**src/rtl/arm_pipe_pkg.sv**
```systemverilog
`default_nettype none
// ============================================================================
// Module : arm_pipe_pkg
// Desc   : Shared ARM pipeline control-field layout and EXE command encodings
// Rev    : 1.0  initial release
// ============================================================================
package arm_pipe_pkg;

  // ctrl vector layout: {wb_en, mem_r_en, mem_w_en, exe_cmd[3:0], b, s, valid}
  localparam int c_CTRL_W        = 10;
  localparam int c_CTRL_VALID    = 0;
  localparam int c_CTRL_S        = 1;
  localparam int c_CTRL_B        = 2;
  localparam int c_CTRL_CMD_LSB  = 3;
  localparam int c_CTRL_CMD_MSB  = 6;
  localparam int c_CTRL_MEM_W_EN = 7;
  localparam int c_CTRL_MEM_R_EN = 8;
  localparam int c_CTRL_WB_EN    = 9;

  // opnd = {imm, shift_operand[11:0], signed_imm_24[23:0]}
  localparam int c_SHIFT_OPND_W = 12;
  localparam int c_SIMM24_W     = 24;
  localparam int c_OPND_W       = 1 + c_SHIFT_OPND_W + c_SIMM24_W;
  localparam int c_REGS_NUM     = 3;

  typedef enum logic [3:0] {
    EXE_MOV = 4'b0001,
    EXE_MVN = 4'b1001,
    EXE_ADD = 4'b0010,
    EXE_ADC = 4'b0011,
    EXE_SUB = 4'b0100,
    EXE_SBC = 4'b0101,
    EXE_AND = 4'b0110,
    EXE_ORR = 4'b0111,
    EXE_EOR = 4'b1000
  } exe_cmd_e;

  // An invalid slot must never carry side-effecting control bits.
  function automatic logic [c_CTRL_W-1:0] mask_invalid(input logic [c_CTRL_W-1:0] c);
    logic [c_CTRL_W-1:0] m;
    m = c;
    if (!c[c_CTRL_VALID]) begin
      m[c_CTRL_WB_EN]    = 1'b0;
      m[c_CTRL_MEM_R_EN] = 1'b0;
      m[c_CTRL_MEM_W_EN] = 1'b0;
      m[c_CTRL_B]        = 1'b0;
      m[c_CTRL_S]        = 1'b0;
    end
    return m;
  endfunction

endpackage
`default_nettype wire

```
**src/rtl/pipe_reg_en_clr.sv**
```systemverilog
`default_nettype none
// ============================================================================
// Module : pipe_reg_en_clr
// Desc   : Width-parameterised register with enable and synchronous clear
// Rev    : 1.0  initial release
// ============================================================================
module pipe_reg_en_clr #(
  parameter int WIDTH = 8
) (
  input  logic             clk,
  input  logic             rst,
  input  logic             en,
  input  logic             clr,
  input  logic [WIDTH-1:0] d,
  output logic [WIDTH-1:0] q
);

  logic [WIDTH-1:0] r_q;

  // clear outranks enable so a kill is never lost behind a stall
  always_ff @(posedge clk) begin
    if (rst || clr) begin
      r_q <= '0;
    end else if (en) begin
      r_q <= d;
    end
  end

  assign q = r_q;

endmodule
`default_nettype wire

```
**src/rtl/id_ex_stage_reg.sv**
```systemverilog
`default_nettype none
// ============================================================================
// Module : id_ex_stage_reg
// Desc   : ARM ID/EX pipeline register with freeze, flush and valid masking.
//          Define ID_EX_PERF_CNT_EN to add bubble/stall saturating counters.
// Rev    : 1.0  initial release
// ============================================================================
module id_ex_stage_reg
  import arm_pipe_pkg::*;
#(
  parameter int DATA_W = 32,
  parameter int REG_W  = 4
`ifdef ID_EX_PERF_CNT_EN
  ,
  parameter int CNT_W  = 16
`endif
) (
  input  logic                        clk,
  input  logic                        rst,
  input  logic                        freeze,
  input  logic                        flush,
  input  logic [c_CTRL_W-1:0]         ctrl_in,
  input  logic [DATA_W-1:0]           pc_in,
  input  logic [DATA_W-1:0]           val_rn_in,
  input  logic [DATA_W-1:0]           val_rm_in,
  input  logic [c_OPND_W-1:0]         opnd_in,
  input  logic [c_REGS_NUM*REG_W-1:0] regs_in,
  input  logic                        carry_in,
  output logic [c_CTRL_W-1:0]         ctrl_out,
  output logic [DATA_W-1:0]           pc_out,
  output logic [DATA_W-1:0]           val_rn_out,
  output logic [DATA_W-1:0]           val_rm_out,
  output logic [c_OPND_W-1:0]         opnd_out,
  output logic [c_REGS_NUM*REG_W-1:0] regs_out,
  output logic                        carry_out
`ifdef ID_EX_PERF_CNT_EN
  ,
  output logic [CNT_W-1:0]            bubble_cnt,
  output logic [CNT_W-1:0]            stall_cnt
`endif
);

  logic                  w_en;
  logic [c_CTRL_W-1:0]   w_ctrl_d;

  assign w_en     = ~freeze;
  assign w_ctrl_d = mask_invalid(ctrl_in);

  pipe_reg_en_clr #(.WIDTH(c_CTRL_W)) u_ctrl (
    .clk(clk), .rst(rst), .en(w_en), .clr(flush), .d(w_ctrl_d), .q(ctrl_out)
  );

  pipe_reg_en_clr #(.WIDTH(DATA_W)) u_pc (
    .clk(clk), .rst(rst), .en(w_en), .clr(flush), .d(pc_in), .q(pc_out)
  );

  pipe_reg_en_clr #(.WIDTH(2*DATA_W)) u_vals (
    .clk(clk), .rst(rst), .en(w_en), .clr(flush),
    .d({val_rn_in, val_rm_in}), .q({val_rn_out, val_rm_out})
  );

  pipe_reg_en_clr #(.WIDTH(c_OPND_W)) u_opnd (
    .clk(clk), .rst(rst), .en(w_en), .clr(flush), .d(opnd_in), .q(opnd_out)
  );

  pipe_reg_en_clr #(.WIDTH(c_REGS_NUM*REG_W + 1)) u_tags (
    .clk(clk), .rst(rst), .en(w_en), .clr(flush),
    .d({regs_in, carry_in}), .q({regs_out, carry_out})
  );

`ifdef ID_EX_PERF_CNT_EN
  localparam logic [CNT_W-1:0] c_CNT_ONE = {{(CNT_W-1){1'b0}}, 1'b1};

  logic             w_bubble;
  logic             w_stall;
  logic [CNT_W-1:0] r_bubble_cnt;
  logic [CNT_W-1:0] r_stall_cnt;

  // a bubble is either a kill or an invalid slot actually being loaded
  assign w_bubble = flush | (~freeze & ~ctrl_in[c_CTRL_VALID]);
  assign w_stall  = freeze & ~flush;

  always_ff @(posedge clk) begin
    if (rst) begin
      r_bubble_cnt <= '0;
      r_stall_cnt  <= '0;
    end else begin
      if (w_bubble && (r_bubble_cnt != '1)) begin
        r_bubble_cnt <= r_bubble_cnt + c_CNT_ONE;
      end
      if (w_stall && (r_stall_cnt != '1)) begin
        r_stall_cnt <= r_stall_cnt + c_CNT_ONE;
      end
    end
  end

  assign bubble_cnt = r_bubble_cnt;
  assign stall_cnt  = r_stall_cnt;
`endif

endmodule
`default_nettype wire

```
**config.mk**
```make
export PLATFORM = sky130hd
export DESIGN_NAME = id_ex_stage_reg
export DESIGN_NICKNAME = d
export VERILOG_FILES = /design/src/rtl/arm_pipe_pkg.sv /design/src/rtl/pipe_reg_en_clr.sv /design/src/rtl/id_ex_stage_reg.sv
export SDC_FILE = /design/constraint.sdc
export NUM_CORES = 1
export LEC_CHECK = 0
export ABC_AREA = 1
export BUFFER_PORTS_ARGS = -buffer_cell sky130_fd_sc_hd__buf_2
export CAP_MARGIN = 20
export CORE_MARGIN = 5
export CORE_UTILIZATION = 36
export CTS_CLUSTER_SIZE = 10
export DETAILED_ROUTE_END_ITERATION = 10
export GPL_TIMING_DRIVEN = 0
export MAX_ROUTING_LAYER = met4
export PLACE_DENSITY = 0.8
export REMOVE_ABC_BUFFERS = 1
export SLEW_MARGIN = 20
export SYNTH_ARGS = -nofsm -noshare
export SYNTH_HDL_FRONTEND = slang
export SYNTH_SLANG_ARGS = --single-unit
```
**constraint.sdc**
```tcl
create_clock -name clk -period 0.9 [get_ports clk]
set_clock_uncertainty 0.05 [all_clocks]
set_input_delay 0.135 -clock clk [delete_from_list [all_inputs] [get_ports clk]]
set_output_delay 0.135 -clock clk [all_outputs]
set_load 0.005 [all_outputs]
```
# Yosys cells after proc, flatten, opt, wreduce, memory -nomap -nowiden
# Cells that the tools add are included.
# classes
mux	2
reduce_logical	1
# op_table
cell	n
3-bit 2-to-1 mux	1
2-bit 2-to-1 mux	1
1-bit logical OR	1
# word_totals
register_bits	156
inputBits	160
output_inout_bits	156
elab_cells	8

# Depth between registers and ports, before layout
# logic_depth
ltp_word	1
mapped_depth	5
mapped_depth_nobuf	3

# Hierarchy
# A second synthesis with hierarchy kept.
# unflattened
cells_unflattened	999
area_unflattened_um2	6598.8
# modules_own_cells
module	n_inst	cells_each	area_per_inst_um2	seq_area_each_um2
pipe_reg_en_clr at u_vals	1	405	2671.3	1281.2
pipe_reg_en_clr at u_opnd	1	234	1567.8	740.7
pipe_reg_en_clr at u_pc	1	203	1353.8	640.6
pipe_reg_en_clr at u_tags	1	83	555.5	260.2
pipe_reg_en_clr at u_ctrl	1	63	409.1	200.2
id_ex_stage_reg	1	11	41.3	0.0

# Worst setup path after synthesis
# OpenSTA, ideal clock, no wires.
# synth_path
path_type	input-to-reg
start	in flush
end	reg u_opnd.r_q[0], in the netlist u_opnd.q[0]
setup_ns	0.066
t_arrival_ns	0.754
required_time_ns	0.784
slack_ns	0.030
stages	4
n_path_buf	2
cell_sequence	or2_4 buf_6 buf_6 a21oi_2
# synth_between
elab_chain_len	1
# synth_rtl
item	line	text
start: declaration	id_ex_stage_reg.sv:21	input logic flush,
1-bit logical OR	pipe_reg_en_clr.sv:22	if (rst || clr) begin
end signal: assignment	pipe_reg_en_clr.sv:23	r_q <= '0;
end signal: assignment	pipe_reg_en_clr.sv:25	r_q <= d;
end: declaration	pipe_reg_en_clr.sv:18	logic [WIDTH-1:0] r_q;
# Every way passes these cells.
# A chain may end at the register's enable or synchronous reset.

# Worst setup path after layout
# layout_path
start	reg u_tags.r_q[3], in the netlist u_tags.q[3]
end	out regs_out[2]
# layout_rtl
item	line	text
start: declaration	pipe_reg_en_clr.sv:18	
start signal: assignment	pipe_reg_en_clr.sv:23	
start signal: assignment	pipe_reg_en_clr.sv:25	
end: declaration	id_ex_stage_reg.sv:34	output logic [c_REGS_NUM*REG_W-1:0] regs_out,
# No word-level cell between the ends.

==> reports/results.ini <==
[worst_setup_path]
crit_type = reg2out
arrival_ns = 0.88
worst-path-stages = 1
cpLargestDelayFamily = flip-flops
critPathMaxFanout = 2
reg2reg_depth = 3
crit_path_end_kind = output pin
worstSetupStartpointType = flip-flop
critPathSlowestCell = dfxtp_2
critical_path.cell_chain = buf_2
worst-path-buf-inv = 1
cp.required_ns = 0.71
slowest_delay_ns = 0.36

[worst_hold_path]
hold_depth = 3
hp-class = in2reg

[detailed_routing]
first_iter_violations = 426
routedWlPerCell_um = 19.5
firstDrtPassIters = 8
ant_nets = 0
via_count = 7099
drc = 0
wl_um = 27200
vias_per_cell = 5.10

[global_routing]
first_global_vias = 7051
grt_overflow = 0
grtUsageMet2_pct = 41.8
antenna_found_initial = 0
grtUsageTotal_pct = 24.7
met1_usage_pct = 25.5
grt_first_pass_wirelength_um = 35500
grt_use_met3_pct = 6.28
grt_max_degree = 90
grt_busiest_layer = met2

[clocking]
cts_made_buffers = 17
clkSlewWorstSetupHoldPaths_ns = 0.06
clkLatencyLatePin_ns = 0.41
htreeDepth = 4
clock-sinks = 156
clk_path_buf_depth = 2
cts_tree = yes
cts-root-buf = clkbuf_16

[sta]
hold_viol_final = 0
slew_headroom_pct = 71.7
fin_crit_ns = 1.06
period_share_pct = 118
finalWorstSetupSlack_ns = -0.165
finalSetupViolCount = 160
fin_tns_setup_ns = -21.19
rsz0062_at_grt = yes
worst-slew-pin-transition_ns = 0.424
fmax_ghz = 0.939
slew_violations = 0

[power]
p_total_uw = 17600
leakage_uw = 0.00475
pwr_density_cell_nw_per_um2 = 1590
vdd_ir_drop_max_v = 0.00120

[cells_and_area]
area_delta_synth_final_pct = 88.2
nFillCells = 1005
drive_gt1_share_pct = 56.2
multi_input_area_um2 = 2390
fin_util_pct = 69.4
nets = 1320
regArea_um2 = 3320

[logic_synthesis]
synth_area_um2 = 5880
ys_seq_area_share_pct = 53.1
synth_top_area_share_pct = 53.1
postSynthCellCount = 677
synth_area_leaders = dfxtp_1 53%, nand2_1 20%, a21oi_2 16%
synth_cell_types = 11
yosys.area.top_type = dfxtp_1
yosys_warnings = 0
synth.ff_latch_count = 156
avgSynthCellArea_um2 = 8.68

[floorplan]
ios = 316
die_w_um = 138
fp.dieArea_um2 = 19000
die-height_um = 138
start_util_pct = 36.9
core_um2 = 15900
rows = 46

[placement]
place.port_buffers = 315
hpwlAfterDp_um = 11700
gp_congestion = 0.802

[status]
outcome = complete, but fails checks
violations = setup timing

[flow_run]
maxCapViolations = 0

-- logic make-up after synthesis --
kind of cell / Yosys count / synth area share (%)
AO/OA/AOI/OAI: 156 / 20.3
buffers and inverters: 52 / 6.41
flip-flops: 156 / 53.1
AND/OR/NAND/NOR: 313 / 20.2
-- registers in the layout (all words and copies together), names as in the netlist --
signal / flops
u_vals.q: 64
u_opnd.q: 37
u_pc.q: 32
u_tags.q: 13
u_ctrl.q: 10
-- layout make-up --
| type | instances | area share [%] |
|---|---|---|
| Antenna cell | 3 | 0.0678 |
| Clock buffer | 19 | 4.00 |
| Clock inverter | 12 | 1.67 |
| Inverter | 1 | 0.181 |
| Multi-Input combinational cell | 470 | 21.6 |
| Sequential cell | 156 | 30.0 |
| Tap cell | 216 | 2.44 |
| Timing Repair Buffer | 513 | 39.9 |
| Timing Repair inverter | 1 | 0.0791 |
-- worst min-delay path, cell delays in order --
cell     delay (ns)
buf_2          0.17
nand2_1        0.10
a21oi_2        0.05
-- metrics by stage --
step | instance area [um2] | hold slack, ns | std cells | setup slack [ns]
floorplan | 5510 | 0.225 | 626 | -0.893
global placement | 7350 | 0.334 | 1157 | -4.56
detailed placement | 7500 | 0.341 | 1162 | -0.817
CTS | 10500 | 0.00495 | 1362 | -0.177
global route | 11100 | 0.0330 | 1388 | -0.220
finish | 11100 | 0.0468 | 1391 | -0.165
-- cells in the mapped netlist --
cell      number
a21oi_1       46
a21oi_2      110
buf_2         25
buf_4          8
buf_6         16
clkbuf_1       2
dfxtp_1      156
inv_2          1
nand2_1      307
nand3_1        5
or2_4          1
-- power by group --
part           switching, uW  total, uW  internal [uW]
Sequential               165       7330           7160
Combinational           1150       2540           1380
Clock                   3020       7760           4740
Total                   4330      17600          13300
-- layout by cell type (no fill, tap or decap) --
cell type | Yosys | final
a21oi_1 | 46 | 45
a21oi_2 | 110 | 111
buf_12 | 0 | 1
buf_16 | 0 | 6
buf_2 | 25 | 189
buf_4 | 8 | 34
buf_6 | 16 | 125
bufinv_16 | 0 | 4
clkbuf_1 | 2 | 1
clkbuf_16 | 0 | 20
clkbuf_8 | 0 | 1
clkinvlp_4 | 0 | 4
dfxtp_2 | 0 | 155
dfxtp_4 | 0 | 1
diode_2 | 0 | 3
dlygate4sd3_1 | 0 | 155
inv_16 | 0 | 1
inv_6 | 0 | 5
nand2_1 | 307 | 307
nand3_1 | 5 | 5
or2_2 | 0 | 1
or2_4 | 1 | 1
-- what timing repair did --
action                                  CTS  global route
hold buffers                            155             0
cloned                                    3             3
pin swaps                                 1             0
gates resized for setup                 222            67
setup buffers                            11            23
hold endpoints to repair                155             0
endpoints found under the setup margin  280           201
-- layer usage --
layer	up-vias	part of all wire [%]
li1	3139	-
met1	3326	34
met2	486	50
met3	148	9.9
met4	0	6.1
met5	-	0
-- worst paths after layout --
check | slack (ns) | end | start
max reg2reg | 0 | u_pc.q[28] | u_pc.q[28]
max | -0.16 | regs_out[2] | u_tags.q[3]
min | 0.05 | u_ctrl.q[0] | ctrl_in[0]
min reg2reg | 0.41 | u_pc.q[21] | u_pc.q[21]
Note: power is estimated with default switching activity, not from simulation.
